**config.mk**
```make
export PLATFORM = sky130hd
export DESIGN_NAME = crd_sync_ctrl_flat
export DESIGN_NICKNAME = d
export VERILOG_FILES = /design/src/rtl/crd_sync_ctrl_if.sv /design/src/rtl/crd_sync_ctrl.sv /design/src/flat_wrapper.sv
export SDC_FILE = /design/constraint.sdc
export NUM_CORES = 1
export LEC_CHECK = 0
export ABC_AREA = 1
export CAP_MARGIN = 20
export CORE_MARGIN = 3
export CORE_UTILIZATION = 54
export CTS_BUF_LIST = sky130_fd_sc_hd__clkbuf_8
export CTS_CLUSTER_DIAMETER = 100
export CTS_CLUSTER_SIZE = 12
export DETAILED_ROUTE_END_ITERATION = 10
export HOLD_SLACK_MARGIN = 0.15
export PLACE_DENSITY = 0.93
export SLEW_MARGIN = 10
export SYNTH_ARGS = -nofsm -noshare
export SYNTH_HDL_FRONTEND = slang
export SYNTH_SLANG_ARGS = --single-unit
```
**constraint.sdc**
```tcl
create_clock -name clk -period 1.9 [get_ports clk]
set_clock_uncertainty 0.15 [all_clocks]
set_input_delay 0.38 -clock clk [delete_from_list [all_inputs] [get_ports clk]]
set_output_delay 0.38 -clock clk [all_outputs]
set_load 0.005 [all_outputs]
```
**src/rtl/crd_sync_ctrl_if.sv**
```systemverilog
// Receive-lane symbol stream plus sync-controller status, shared by the lane
// front end (master) and the CRD sync controller (slave).
interface crd_sync_ctrl_if #(
    parameter int unsigned iWIDTH = 10,
    parameter int unsigned CNT_W  = 16
);
    logic              sym_vld;
    logic [iWIDTH-1:0] sym_in;
    logic              dsp_err;
    logic              cnt_clr;
    logic              crd_rst;
    logic              lane_sync;
    logic              sync_lost;
    logic [CNT_W-1:0]  err_cnt;
    logic [1:0]        state;

    modport master (
        output sym_vld, sym_in, dsp_err, cnt_clr,
        input  crd_rst, lane_sync, sync_lost, err_cnt, state
    );

    modport slave (
        input  sym_vld, sym_in, dsp_err, cnt_clr,
        output crd_rst, lane_sync, sync_lost, err_cnt, state
    );
endinterface

```
**src/rtl/crd_sync_ctrl.sv**
```systemverilog
// Lane sync controller: hunts for K28.5, sequences the CRD checker reset,
// acquires sync on repeated commas and drops it when disparity errors dominate.
module crd_sync_ctrl #(
    parameter int unsigned       iWIDTH     = 10,
    parameter int unsigned       ACQ_COMMAS = 4,
    parameter int unsigned       ERR_MAX    = 4,
    parameter int unsigned       GOOD_RUN   = 16,
    parameter int unsigned       CNT_W      = 16,
    parameter logic [iWIDTH-1:0] COMMA_N    = 10'b0011111010,
    parameter logic [iWIDTH-1:0] COMMA_P    = 10'b1100000101
) (
    input logic            clk,
    input logic            rst,
    crd_sync_ctrl_if.slave lane
);

    localparam int unsigned CC_W  = $clog2(ACQ_COMMAS + 1);
    localparam int unsigned BAD_W = $clog2(ERR_MAX + 1);
    localparam int unsigned RUN_W = $clog2(GOOD_RUN + 1);

    localparam logic [CC_W-1:0]  ACQ_LAST = CC_W'(ACQ_COMMAS - 1);
    localparam logic [BAD_W-1:0] BAD_LAST = BAD_W'(ERR_MAX - 1);
    localparam logic [RUN_W-1:0] RUN_LAST = RUN_W'(GOOD_RUN - 1);

    typedef enum logic [1:0] {
        HUNT = 2'b00,
        ACQ  = 2'b01,
        SYNC = 2'b10
    } state_t;

    state_t           state_q, state_d;
    logic             vld_d1;
    logic             crd_rst_q, crd_rst_d;
    logic             crd_rst_d1, crd_rst_d2;
    logic             lane_sync_q, lane_sync_d;
    logic             sync_lost_q, sync_lost_d;
    logic [CC_W-1:0]  comma_q, comma_d;
    logic [BAD_W-1:0] bad_q, bad_d;
    logic [RUN_W-1:0] run_q, run_d;
    logic [CNT_W-1:0] err_q, err_d;

    logic comma;
    logic mask;
    logic qerr;
    logic qgood;

    assign comma = lane.sym_vld & ((lane.sym_in == COMMA_N) | (lane.sym_in == COMMA_P));
    // Checker output is untrustworthy for the two cycles after its reset is released.
    assign mask  = ~crd_rst_q & (crd_rst_d1 | crd_rst_d2);
    assign qerr  =  lane.dsp_err & vld_d1 & ~mask;
    assign qgood = ~lane.dsp_err & vld_d1 & ~mask;

    always_ff @(posedge clk) begin
        if (rst) begin
            state_q     <= HUNT;
            vld_d1      <= 1'b0;
            crd_rst_q   <= 1'b1;
            crd_rst_d1  <= 1'b1;
            crd_rst_d2  <= 1'b1;
            lane_sync_q <= 1'b0;
            sync_lost_q <= 1'b0;
            comma_q     <= '0;
            bad_q       <= '0;
            run_q       <= '0;
            err_q       <= '0;
        end else begin
            state_q     <= state_d;
            vld_d1      <= lane.sym_vld;
            crd_rst_q   <= crd_rst_d;
            crd_rst_d1  <= crd_rst_q;
            crd_rst_d2  <= crd_rst_d1;
            lane_sync_q <= lane_sync_d;
            sync_lost_q <= sync_lost_d;
            comma_q     <= comma_d;
            bad_q       <= bad_d;
            run_q       <= run_d;
            err_q       <= err_d;
        end
    end

    always_comb begin
        state_d = state_q;
        case (state_q)
            HUNT: begin
                if (comma) begin
                    state_d = (ACQ_COMMAS <= 1) ? SYNC : ACQ;
                end
            end
            ACQ: begin
                if (!lane.sym_vld || qerr) begin
                    state_d = HUNT;
                end else if (comma && (comma_q == ACQ_LAST)) begin
                    state_d = SYNC;
                end
            end
            SYNC: begin
                if (!lane.sym_vld || (qerr && (bad_q == BAD_LAST))) begin
                    state_d = HUNT;
                end
            end
            default: state_d = HUNT;
        endcase
    end

    always_comb begin
        comma_d = comma_q;
        bad_d   = bad_q;
        run_d   = run_q;
        err_d   = err_q;
        case (state_q)
            HUNT: begin
                if (comma) begin
                    comma_d = CC_W'(1);
                end
            end
            ACQ: begin
                if (comma) begin
                    comma_d = comma_q + 1'b1;
                end
            end
            SYNC: begin
                if (qerr) begin
                    bad_d = bad_q + 1'b1;
                    run_d = '0;
                    if (err_q != '1) begin
                        err_d = err_q + 1'b1;
                    end
                end else if (qgood) begin
                    if (run_q == RUN_LAST) begin
                        run_d = '0;
                        if (bad_q != '0) begin
                            bad_d = bad_q - 1'b1;
                        end
                    end else begin
                        run_d = run_q + 1'b1;
                    end
                end
            end
            default: ;
        endcase
        if (lane.cnt_clr) begin
            err_d = '0;
        end
        // Any path back to HUNT restarts acquisition and error accounting from scratch.
        if (state_d == HUNT) begin
            comma_d = '0;
            bad_d   = '0;
            run_d   = '0;
        end
        crd_rst_d   = (state_d == HUNT);
        lane_sync_d = (state_d == SYNC);
        sync_lost_d = (state_q == SYNC) && (state_d != SYNC);
    end

    assign lane.crd_rst   = crd_rst_q;
    assign lane.lane_sync = lane_sync_q;
    assign lane.sync_lost = sync_lost_q;
    assign lane.err_cnt   = err_q;
    assign lane.state     = state_q;

endmodule

```
**src/flat_wrapper.sv**
```systemverilog
// flat-port wrapper written by rule: the top's interface ports become plain ports
module crd_sync_ctrl_flat 
#(
    parameter int unsigned       iWIDTH     = 10,
    parameter int unsigned       ACQ_COMMAS = 4,
    parameter int unsigned       ERR_MAX    = 4,
    parameter int unsigned       GOOD_RUN   = 16,
    parameter int unsigned       CNT_W      = 16,
    parameter logic [iWIDTH-1:0] COMMA_N    = 10'b0011111010,
    parameter logic [iWIDTH-1:0] COMMA_P    = 10'b1100000101
)
  (clk, rst, lane_sym_vld, lane_sym_in, lane_dsp_err, lane_cnt_clr, lane_crd_rst, lane_lane_sync, lane_sync_lost, lane_err_cnt, lane_state);
  crd_sync_ctrl_if #(.iWIDTH(iWIDTH), .CNT_W(CNT_W)) lane_i ();
  input logic clk;
  input logic rst;
  input wire logic [$bits(lane_i.sym_vld)-1:0] lane_sym_vld;
  input wire logic [$bits(lane_i.sym_in)-1:0] lane_sym_in;
  input wire logic [$bits(lane_i.dsp_err)-1:0] lane_dsp_err;
  input wire logic [$bits(lane_i.cnt_clr)-1:0] lane_cnt_clr;
  output wire logic [$bits(lane_i.crd_rst)-1:0] lane_crd_rst;
  output wire logic [$bits(lane_i.lane_sync)-1:0] lane_lane_sync;
  output wire logic [$bits(lane_i.sync_lost)-1:0] lane_sync_lost;
  output wire logic [$bits(lane_i.err_cnt)-1:0] lane_err_cnt;
  output wire logic [$bits(lane_i.state)-1:0] lane_state;
  assign lane_i.sym_vld = lane_sym_vld;
  assign lane_i.sym_in = lane_sym_in;
  assign lane_i.dsp_err = lane_dsp_err;
  assign lane_i.cnt_clr = lane_cnt_clr;
  assign lane_crd_rst = lane_i.crd_rst;
  assign lane_lane_sync = lane_i.lane_sync;
  assign lane_sync_lost = lane_i.sync_lost;
  assign lane_err_cnt = lane_i.err_cnt;
  assign lane_state = lane_i.state;
  crd_sync_ctrl #(.iWIDTH(iWIDTH), .ACQ_COMMAS(ACQ_COMMAS), .ERR_MAX(ERR_MAX), .GOOD_RUN(GOOD_RUN), .CNT_W(CNT_W), .COMMA_N(COMMA_N), .COMMA_P(COMMA_P)) u_core (.clk(clk), .rst(rst), .lane(lane_i));
endmodule
```
==> results of run 1 <==
[worst max-delay path: stages, from the launching register on]
cell	delay, ps
dfxtp_1	380
buf_4	150
clkdlybuf4s50_1	490
[sequential cells by signal, indices dropped and copies added, names as in the netlist]
name	flops
u_core.crd_rst_d2	1
u_core.bad_q	3
u_core.crd_rst_d1	1
u_core.lane.err_cnt	16
u_core.comma_q	3
u_core.vld_d1	1
u_core.lane.lane_sync	1
u_core.lane.sync_lost	1
u_core.lane.state	2
u_core.run_q	5
u_core.lane.crd_rst	1
[logic make-up (layout without fill, tap and decap cells)]
| family | Yosys count | after routing | synth area share [%] |
|---|---|---|---|
| and+or+nand+nor | 142 | 142 | 32.6 |
| buffers and inverters | 47 | 116 | 10.3 |
| AOI/OAI and AO/OA | 41 | 41 | 11.7 |
| DFF | 35 | 35 | 36.3 |
| xor gates and xnor gates | 12 | 12 | 5.45 |
| adders and majority gates | 5 | 5 | 3.63 |
[per-layer routing]
layer  wire, um  GRT usage [%]  up-vias
met1       1960           26.5      940
met3        262           6.15       14
li1           -              -     1030
met5          0              0        -
met4        126           11.4        0
met2       2650           46.8       58
[cell type report]
cell class	instances	share of cell area [%]
tap	46	2.15
timing repair buffer	66	22.1
clock buffer	5	2.57
sequential	35	26.2
multi-input combinational	200	39.5
clock inverter	3	1.63
inverter	42	5.89
[power groups by stage]
stage	logic (uW)	clock network, uW	registers, uW
2_1_floorplan	26.9	0	752
3_3_place_gp	75.2	0	752
3_5_place_dp	78.4	0	752
4_1_cts	79.8	681	735
5_1_grt	90.5	719	735
6_report	84.0	679	735
[placed cells by master, fill, tap and decap left out, drive strengths merged]
master / n
a21o: 1
a21oi: 28
a22oi: 1
and3: 1
buf: 31
bufinv: 1
clkbuf: 5
clkdlybuf4s50: 33
clkinv: 2
dfxtp: 35
dlymetal6s2s: 2
fa: 1
ha: 4
inv: 42
nand2: 78
nand3: 22
nand4: 4
nor2: 31
nor3: 4
nor4: 1
o21ai: 11
or2: 1
xnor2: 4
xor2: 8
[worst paths after layout]
path         slack, ps                           startpoint                             endpoint
min reg2reg        310         u_core.run_q[4]$_SDFFE_PP0P_         u_core.run_q[4]$_SDFFE_PP0P_
max reg2reg         90  u_core.lane.err_cnt[8]$_SDFFE_PP0P_  u_core.lane.err_cnt[2]$_SDFFE_PP0P_
min                310         u_core.run_q[4]$_SDFFE_PP0P_         u_core.run_q[4]$_SDFFE_PP0P_
max                 60  u_core.lane.err_cnt[3]$_SDFFE_PP0P_                      lane_err_cnt[3]
[per-stage QoR]
step	setup slack, ps	std cells	area (um^2)
3_5_place_dp	-300	389	2530
4_1_cts	23.6	397	2640
3_3_place_gp	-209	389	2530
6_report	56.1	397	2680
5_1_grt	-104	397	2680
2_1_floorplan	142	282	1930
==> key figures, run 1 <==
Route
  • DR WL/cell: about 13 um
  • Routed Antenna Nets: 0
  • Drc violations: 0
  • Vias per cell: between 5 and 6
  • Initial DRT Pass Iterations: 4
  • Iter 0 DRT Violations: 163
  • Final WL: roughly 5000 um
  • Routed via count: between 2,000 and 2,500

Worst setup path
  • WP data required: 1370 ps
  • Crit Path Class: reg2out
  • Startpoint Class: flop
  • Worst-path fanout max: 4
  • Worst-case reg-to-reg path depth: 10
  • CP Data Arrival Time: roughly 1300 ps
  • Worst Setup End Kind: output port

Power and ir drop
  • Combinational power share: approximately 5.6%
  • Sequential Power Share: between 40 and 50%
  • Final Power: between 1000 and 1500 uW
  • Clock share of power: 45.4%
  • Leakage: around 0.0011 uW
  • Psw: 328 uW
  • Int Power: between 1000 and 1500 uW
  • Switching Share: between 20% and 30%
  • PwrDens: roughly 560 nW/um^2
  • Maximum vdd drop: about 0.00077 V

Placed design
  • Input/output buffers: 35
  • Final GP Congestion: 0.920
  • Hpwl dp: about 3600 um

Job
  • Max-cap violation count: 0

Clock tree
  • CTS tree: yes
  • H-tree Lvls: 2
  • Clock Tree Buf Depth: 2
  • CTS Hold Bufs: 0
  • # resized after CTS: 0
  • CTS Sinks: 35
  • Post-CTS setup buffer count: 0
  • CTS buffer count: 5
  • Clock slew at reported path FFs: 80 ps
  • Root buf cell: clkbuf_8
  • Worst-Skew Late Latency: 300 ps

Logic synthesis
  • Synth top cells by count: nand2_1 (73), inv_1 (41), dfxtp_1 (35)
  • Post-synth EDFFs: 0
  • Count leader, synth: nand2_1
  • Area leader, netlist: dfxtp_1
  • Most used DFF post-synth: dfxtp_1
  • Synth unique cells: 28
  • Mapped Avg Cell Area: between 6 and 7 um^2
  • Synth Cell Area: between 1500 and 2000 um^2
  • Yosys Warn Count: 0
  • Synth async-reset ratio: 0%
  • Syn nets: 302
  • Post-Synthesis Cells: approximately 280
  • Sequential area share after synthesis: 36.3%
  • Synthesized flop and latch total: 35
  • Yosys top cell area share: between 30% and 40%
  • Synth top area cells: dfxtp_1 (36%), nand2_1 (14%), inv_1 (8.0%)

Finish
  • Final nets: 370
  • ANT cells: 0
  • Register area: about 700 um^2
  • Share of cells above drive strength 1: about a fifth
  • Layout fillers: about 230
  • Post-layout util: approximately 79%
  • Area delta synth->final: 38.9%
  • Multi-input gate area: 1060 um^2

Floorplanning
  • Area of the core: between 3000 and 4000 um^2
  • Die Height: ~66 um
  • DIE AREA: roughly 4300 um^2
  • Cell Rows: 21
  • Io pins: 36
  • Die extent in x: about 66 um
  • Initial core utilization: a little under three fifths

GRT
  • Vias in the first global route: 2,030
  • First-pass GRT wire length: 8430 um
  • Initial antenna violation count: 0
  • Largest net degree at the start of global routing: 15
  • GRT Util Overall: ~25%
  • Grt ovf: 0

Timing
  • Slew headroom: between 70% and 80%
  • Finish-stage setup viols: 0
  • Final hold vios: 0
  • Fin crit share: between 90% and 100%
  • Hold Slack: 310 ps
  • Setup TNS: 0 ps
  • FMAX: between 0.5 and 0.6 GHz
  • Slew Viols, Final: 0
  • Minimum clock period: approximately 1800 ps
  • Tightest Pin Transition: around 430 ps

Status
  • Status: completed

Hold path
  • Worst Hold Class: reg2reg
  • Hold path depth: 2
(Power assumes the default switching activity.)
==> run 2: changes to the inputs <==
--- a/config.mk
+++ b/config.mk
@@ -6,7 +6,7 @@
 export NUM_CORES = 1
 export LEC_CHECK = 0
 export ABC_AREA = 1
-export CAP_MARGIN = 20
+export CAP_MARGIN = 10
 export CORE_MARGIN = 3
 export CORE_UTILIZATION = 54
 export CTS_BUF_LIST = sky130_fd_sc_hd__clkbuf_8
==> results of run 2 <==
Same layout as run 1: the final DEF is identical, and so are final timing and power.
==> RTL change 1: new RTL, config.mk and constraints of run 2 <==
`GOOD_RUN` is set to 16 in 2 places; all go to 32.
--- a/src/rtl/crd_sync_ctrl.sv
+++ b/src/rtl/crd_sync_ctrl.sv
@@ -4,7 +4,7 @@
     parameter int unsigned       iWIDTH     = 10,
     parameter int unsigned       ACQ_COMMAS = 4,
     parameter int unsigned       ERR_MAX    = 4,
-    parameter int unsigned       GOOD_RUN   = 16,
+    parameter int unsigned       GOOD_RUN   = 32,
     parameter int unsigned       CNT_W      = 16,
     parameter logic [iWIDTH-1:0] COMMA_N    = 10'b0011111010,
     parameter logic [iWIDTH-1:0] COMMA_P    = 10'b1100000101
--- a/src/flat_wrapper.sv
+++ b/src/flat_wrapper.sv
@@ -4,7 +4,7 @@
     parameter int unsigned       iWIDTH     = 10,
     parameter int unsigned       ACQ_COMMAS = 4,
     parameter int unsigned       ERR_MAX    = 4,
-    parameter int unsigned       GOOD_RUN   = 16,
+    parameter int unsigned       GOOD_RUN   = 32,
     parameter int unsigned       CNT_W      = 16,
     parameter logic [iWIDTH-1:0] COMMA_N    = 10'b0011111010,
     parameter logic [iWIDTH-1:0] COMMA_P    = 10'b1100000101
Check against the original RTL: no difference found for any inputs over 10 cycles, from zero or initial values and one cycle with rst high; that may be too few to reach the edited logic, so the function may still have changed.
==> RTL change 1 against run 2 <==
Core utilization down 2.8 points. Routed wire length up 0.18%. Die area up 1.4%. Worst setup slack better by 0.027 ns. Sequential cell count up 1. Synthesized area up 1.6%. Combinational power down 12%. Power down 6.2%. Maximum frequency up 1.5%. Critical path depth down 1. Sequential share of layout area up 1.6 points. Register-to-register slack better by 0.06 ns. Final area down 2.8%. Critical path type unchanged. Largest cell class unchanged. Highest routed layer unchanged.
==> RTL change 1: results (changes against run 2) <==
run_status:
  status: "complete, no violations"  # unchanged
logic_synthesis:
  ys_seq_area_share_pct: 36.8  # was 36.3%
  synthesis.nets: 307  # was 302
  synth_common_cells: "57 x nand2_1, 47 x inv_1, 36 x dfxtp_1"  # was 73 x nand2_1, 41 x inv_1, 35 x dfxtp_1
  synth_area_leaders: "dfxtp_1 37%, nand2_1 11%, inv_1 9.0%"  # was dfxtp_1 36%, nand2_1 14%, inv_1 8.0%
  ys_types: 30  # was 28
placed_design:
  hpwl_um: 3490  # was 3610 um
  dp.cells: 377  # was 389
  place_ws_ns: -0.270  # was -0.300 ns
  place.gp.congestion: 0.843  # was 0.920
  placed_area_um2: 2470  # was 2530 um^2
timing:
  worst_pin_slew_ns: 0.406  # was 0.433 ns
  hold_ws_ns: 0.319  # was 0.310 ns
  period_share_pct: 95.6  # was 97.0%
setup_path:
  rrSetupSlack_ns: 0.15  # was 0.09 ns
  reg2reg_from: "u_core.lane.err_cnt[0]"  # was u_core.lane.err_cnt[8]
  rr_worst_depth: 9  # was 10
  rr_endpoint: "u_core.lane.err_cnt[0]"  # was u_core.lane.err_cnt[2]
  cpPeakStageDelay_ns: 0.54  # was 0.49 ns
  startpoint: "u_core.lane.err_cnt[4]"  # was u_core.lane.err_cnt[3]
  crit_path_max_fanout: 6  # was 4
detailed_routing:
  wl_um: 5010  # was 5000 um
  vias: 2017  # was 2,042
  routedWlPerCell_um: 13.0  # was 12.6 um
  drt-pass1-iter-count: 5  # was 4
  drt_iter0_markers: 186  # was 163
power:
  power.leakage_nw: 1.00  # was 1.11 nW
  max-vdd-ir-drop_mv: 0.594  # was 0.772 mV
worst_hold_path:
  min_from: "u_core.crd_rst_d1"  # was u_core.run_q[4]
  whs_path_depth: 1  # was 2
  min_to: "u_core.crd_rst_d2"  # was u_core.run_q[4]
cells_and_area:
  utilization_pct: 76.2  # was 79.0%
  fin_nets: 358  # was 370
  drive_above_1_share_pct: 13.0  # was 19.1%
  num-fill-cells: 248  # was 232
global_route:
  track_usage_pct: 23.4  # was 25.3%
  first_global_vias: 1878  # was 2,030
==> RTL change 1: changes by cell type after synthesis, moves of 2 or more <==
cell      before  now
nand3b_1       0    2
inv_1         41   47
a21oi_2        3    0
nor2_1        24   29
nand2_1       73   57
nor3_1         4   10
a21oi_1       25   27
nor3b_1        0    3
nand3_1       22   25
nor2_2         5    1
xor2_1         8    4
xnor2_1        4    2
o21ai_0       10   16
nor2_4         2    0
==> RTL change 1: area by class of cell <==
cell class / count / area share, %
inverter: 48 / 7.11
timing repair buffer: 50 / 19.5
sequential: 36 / 27.8
clock buffer: 6 / 3.17
tap: 46 / 2.21
multi-input combinational: 197 / 39.8
clock inverter: 2 / 0.384
==> RTL change 1: cell families after synthesis <==
family / after synthesis / synth area share, %
AOI/OAI and AO/OA: 48 / 12.9
buffers and inverters: 54 / 11.7
and+or+nand+nor: 138 / 32.3
xor gates and xnor gates: 6 / 2.68
DFF: 36 / 36.8
adders and majority gates: 5 / 3.58
==> RTL change 1: worst max path at each step <==
stage / endpoint / cells after the start
6_report: lane_err_cnt[4] / 1
5_1_grt: u_core.run_q[2] / 12
4_1_cts: u_core.lane.err_cnt[0] / 9
3_5_place_dp: u_core.bad_q[2] / 10
3_3_place_gp: u_core.bad_q[2] / 10
2_1_floorplan: u_core.lane.err_cnt[6] / 9
==> RTL change 1: timing repair <==
action,4_1_cts,5_1_grt
buffers inserted,0,0
gates resized for setup,0,13
setup endpoints to repair,0,19
==> RTL change 1: per-layer routing <==
metal  wire length, um  vias up  GRT usage, %
met5                 0        -             0
met4                48        0          5.84
met3               230        9          6.46
met2              2690       53          43.6
met1              2030      938          25.8
li1                  -     1017             -
==> RTL change 1: power by group <==
group	total (mW)	leakage, nW	internal, mW	switching (mW)
combinational	0.0741	0.662	0.0398	0.0343
clock	0.575	0.0510	0.289	0.286
sequential	0.756	0.291	0.755	0.000557
==> RTL change 2: new RTL, config.mk and constraints of run 2 <==
Without the edit above. Make the reset (`rst`) asynchronous in one clocked block.
--- a/src/rtl/crd_sync_ctrl.sv
+++ b/src/rtl/crd_sync_ctrl.sv
@@ -50,7 +50,7 @@
     assign qerr  =  lane.dsp_err & vld_d1 & ~mask;
     assign qgood = ~lane.dsp_err & vld_d1 & ~mask;
 
-    always_ff @(posedge clk) begin
+    always_ff @(posedge clk or posedge rst) begin
         if (rst) begin
             state_q     <= HUNT;
             vld_d1      <= 1'b0;
Function: differs if rst is asserted again (counterexample within 4 cycles, from zero or initial values and one cycle with rst high); with rst held inactive, the same outputs for 10 cycles.
==> RTL change 2 against run 2 <==
Power grew 13%. Worst setup slack worse by 0.19 ns. Count of clock-buffer cells in the layout is the same. Routed wire length is 57% higher. Synthesized area rose by 4.5%. Sequential share of layout area up 2.4 points. Final area up 15%. Clock power is 22% higher. Highest routed layer unchanged. Critical path depth increased by 5. Synthesized cell count down 9.2%. The flow now finishes with violations (setup timing). Sequential cell count did not move. Critical path type is now reg -> reg.
==> RTL change 2: results (changes against run 2) <==
global_route:
  first_global_vias: 2137  # was 2,030
  track_usage_pct: 29.4  # was 25.3%
  antenna_found_initial: 0  # unchanged
  grt_start_max_net_pins: 36  # was 15
  grt_pass1_wl_um: 9820  # was 8430 um
  grt_overflow_total: 0  # unchanged
power:
  max-vdd-ir-drop_mv: 0.522  # was 0.772 mV
  pwr-share-clk_pct: 48.8  # was 45.4%
  p_sw_share_pct: 22.0  # was 21.9%
  power.leakage_nw: 1.51  # was 1.11 nW
  p_seq_share_pct: 44.2  # was 49.0%
setup_path:
  critical_path_class: "reg -> reg"  # was reg -> out
  reg2reg_from: "u_core.lane.crd_rst"  # was u_core.lane.err_cnt[8]
  rr_worst_depth: 7  # was 10
  startpoint: "u_core.lane.crd_rst"  # was u_core.lane.err_cnt[3]
  worstPathArrival_ns: 2.05  # was 1.31 ns
  rr_endpoint: "u_core.bad_q[2]"  # was u_core.lane.err_cnt[2]
timing:
  setup_violations: 9  # was 0
  worst_pin_slew_ns: 0.564  # was 0.433 ns
  layout_setup_ws_ns: -0.136  # was 0.0561 ns
logic_synthesis:
  async_reset_ff_share_pct: 100  # was 0%
  synthesis.nets: 276  # was 302
  ys_seq_area_share_pct: 43.7  # was 36.3%
  ys.flop_type: "dfrtp_1"  # was dfxtp_1
  synth_common_cells: "45 x nand2_1, 42 x inv_1, 32 x dfrtp_1"  # was 73 x nand2_1, 41 x inv_1, 35 x dfxtp_1
  ys_types: 34  # was 28
  synth_area_leaders: "dfrtp_1 40%, nand2_1 8.4%, inv_1 7.8%"  # was dfxtp_1 36%, nand2_1 14%, inv_1 8.0%
placed_design:
  hpwl_um: 3810  # was 3610 um
  place.gp.congestion: 0.924  # was 0.920
  place_ws_ns: -0.417  # was -0.300 ns
  portBuffers: 35  # unchanged
detailed_routing:
  viasPerCell: 6.33  # was 5.14
  routedWlPerCell_um: 20.2  # was 12.6 um
  drt_iter0_markers: 385  # was 163
  drt-pass1-iter-count: 5  # was 4
run_status:
  violations: "setup timing"
  status: "finished, violations left"  # was complete, no violations
worst_hold_path:
  whs_path_depth: 0  # was 2
  min_from: "u_core.lane.crd_rst"  # was u_core.run_q[4]
  min_to: "u_core.crd_rst_d1"  # was u_core.run_q[4]
cells_and_area:
  fin_nets: 361  # was 370
  drive_above_1_share_pct: 30.4  # was 19.1%
cts:
  clock_path_buffers: 2  # unchanged
  h-tree-depth: 2  # unchanged
RTL change 2: critical path, stage by stage, from the launching register on:
cell and delay [ns]:
dfstp_2 0.55, o21bai_4 0.14, nand2_4 0.11, inv_2 0.09
buf_4 0.13, nor2_2 0.06, o311ai_0 0.54, nand2_1 0.14
RTL change 2: what timing repair did:
item	4_1_cts	5_1_grt
resized for setup	7	46
hold buffers	0	0
pin swaps	7	22
setup endpoints to repair	13	28
buffers inserted	8	10
RTL change 2: cell type report:
class / count / area (um^2)
tap: 46 / 57.6
sequential: 35 / 883
clock buffer: 5 / 68.8
timing repair buffer: 80 / 734
fill: 153 / 379
multi-input combinational: 173 / 1100
inverter: 46 / 175
clock inverter: 3 / 67.6
RTL change 2: metal layers:
metal	wire length [um]	up-vias	track usage, %
met4	579	0	17.2
met2	3830	230	52.4
met3	712	83	4.72
met5	0	-	0
li1	-	1004	-
met1	2700	1138	32.4
RTL change 2: kinds of logic (layout without fill, tap and decap cells):
family                   count (synthesis)  after routing  synth area share, %
AND/OR/NAND/NOR                        124            124                 29.8
AO/OA/AOI/OAI                           37             37                 10.9
multiplexers                             1              1                0.559
flip-flops                              35             35                 43.7
XOR/XNOR                                 6              6                 2.61
buffers and inverters                   48            134                 8.94
adder cells (fa/ha/maj)                  5              5                 3.48
RTL change 2: metrics by stage:
stage / instances / cell area (um^2) / power (mW) / setup TNS, ns / hold WS [ns]
floorplan: 256 / 2010 / 0.802 / 0 / 0.210
global placement: 362 / 2630 / 0.863 / -4.02 / 0.213
detailed placement: 362 / 2630 / 0.866 / -6.57 / 0.214
CTS: 378 / 2850 / 1.67 / 0 / 0.224
global route: 388 / 3090 / 1.74 / -1.39 / 0.238
finish: 388 / 3090 / 1.69 / -0.353 / 0.229
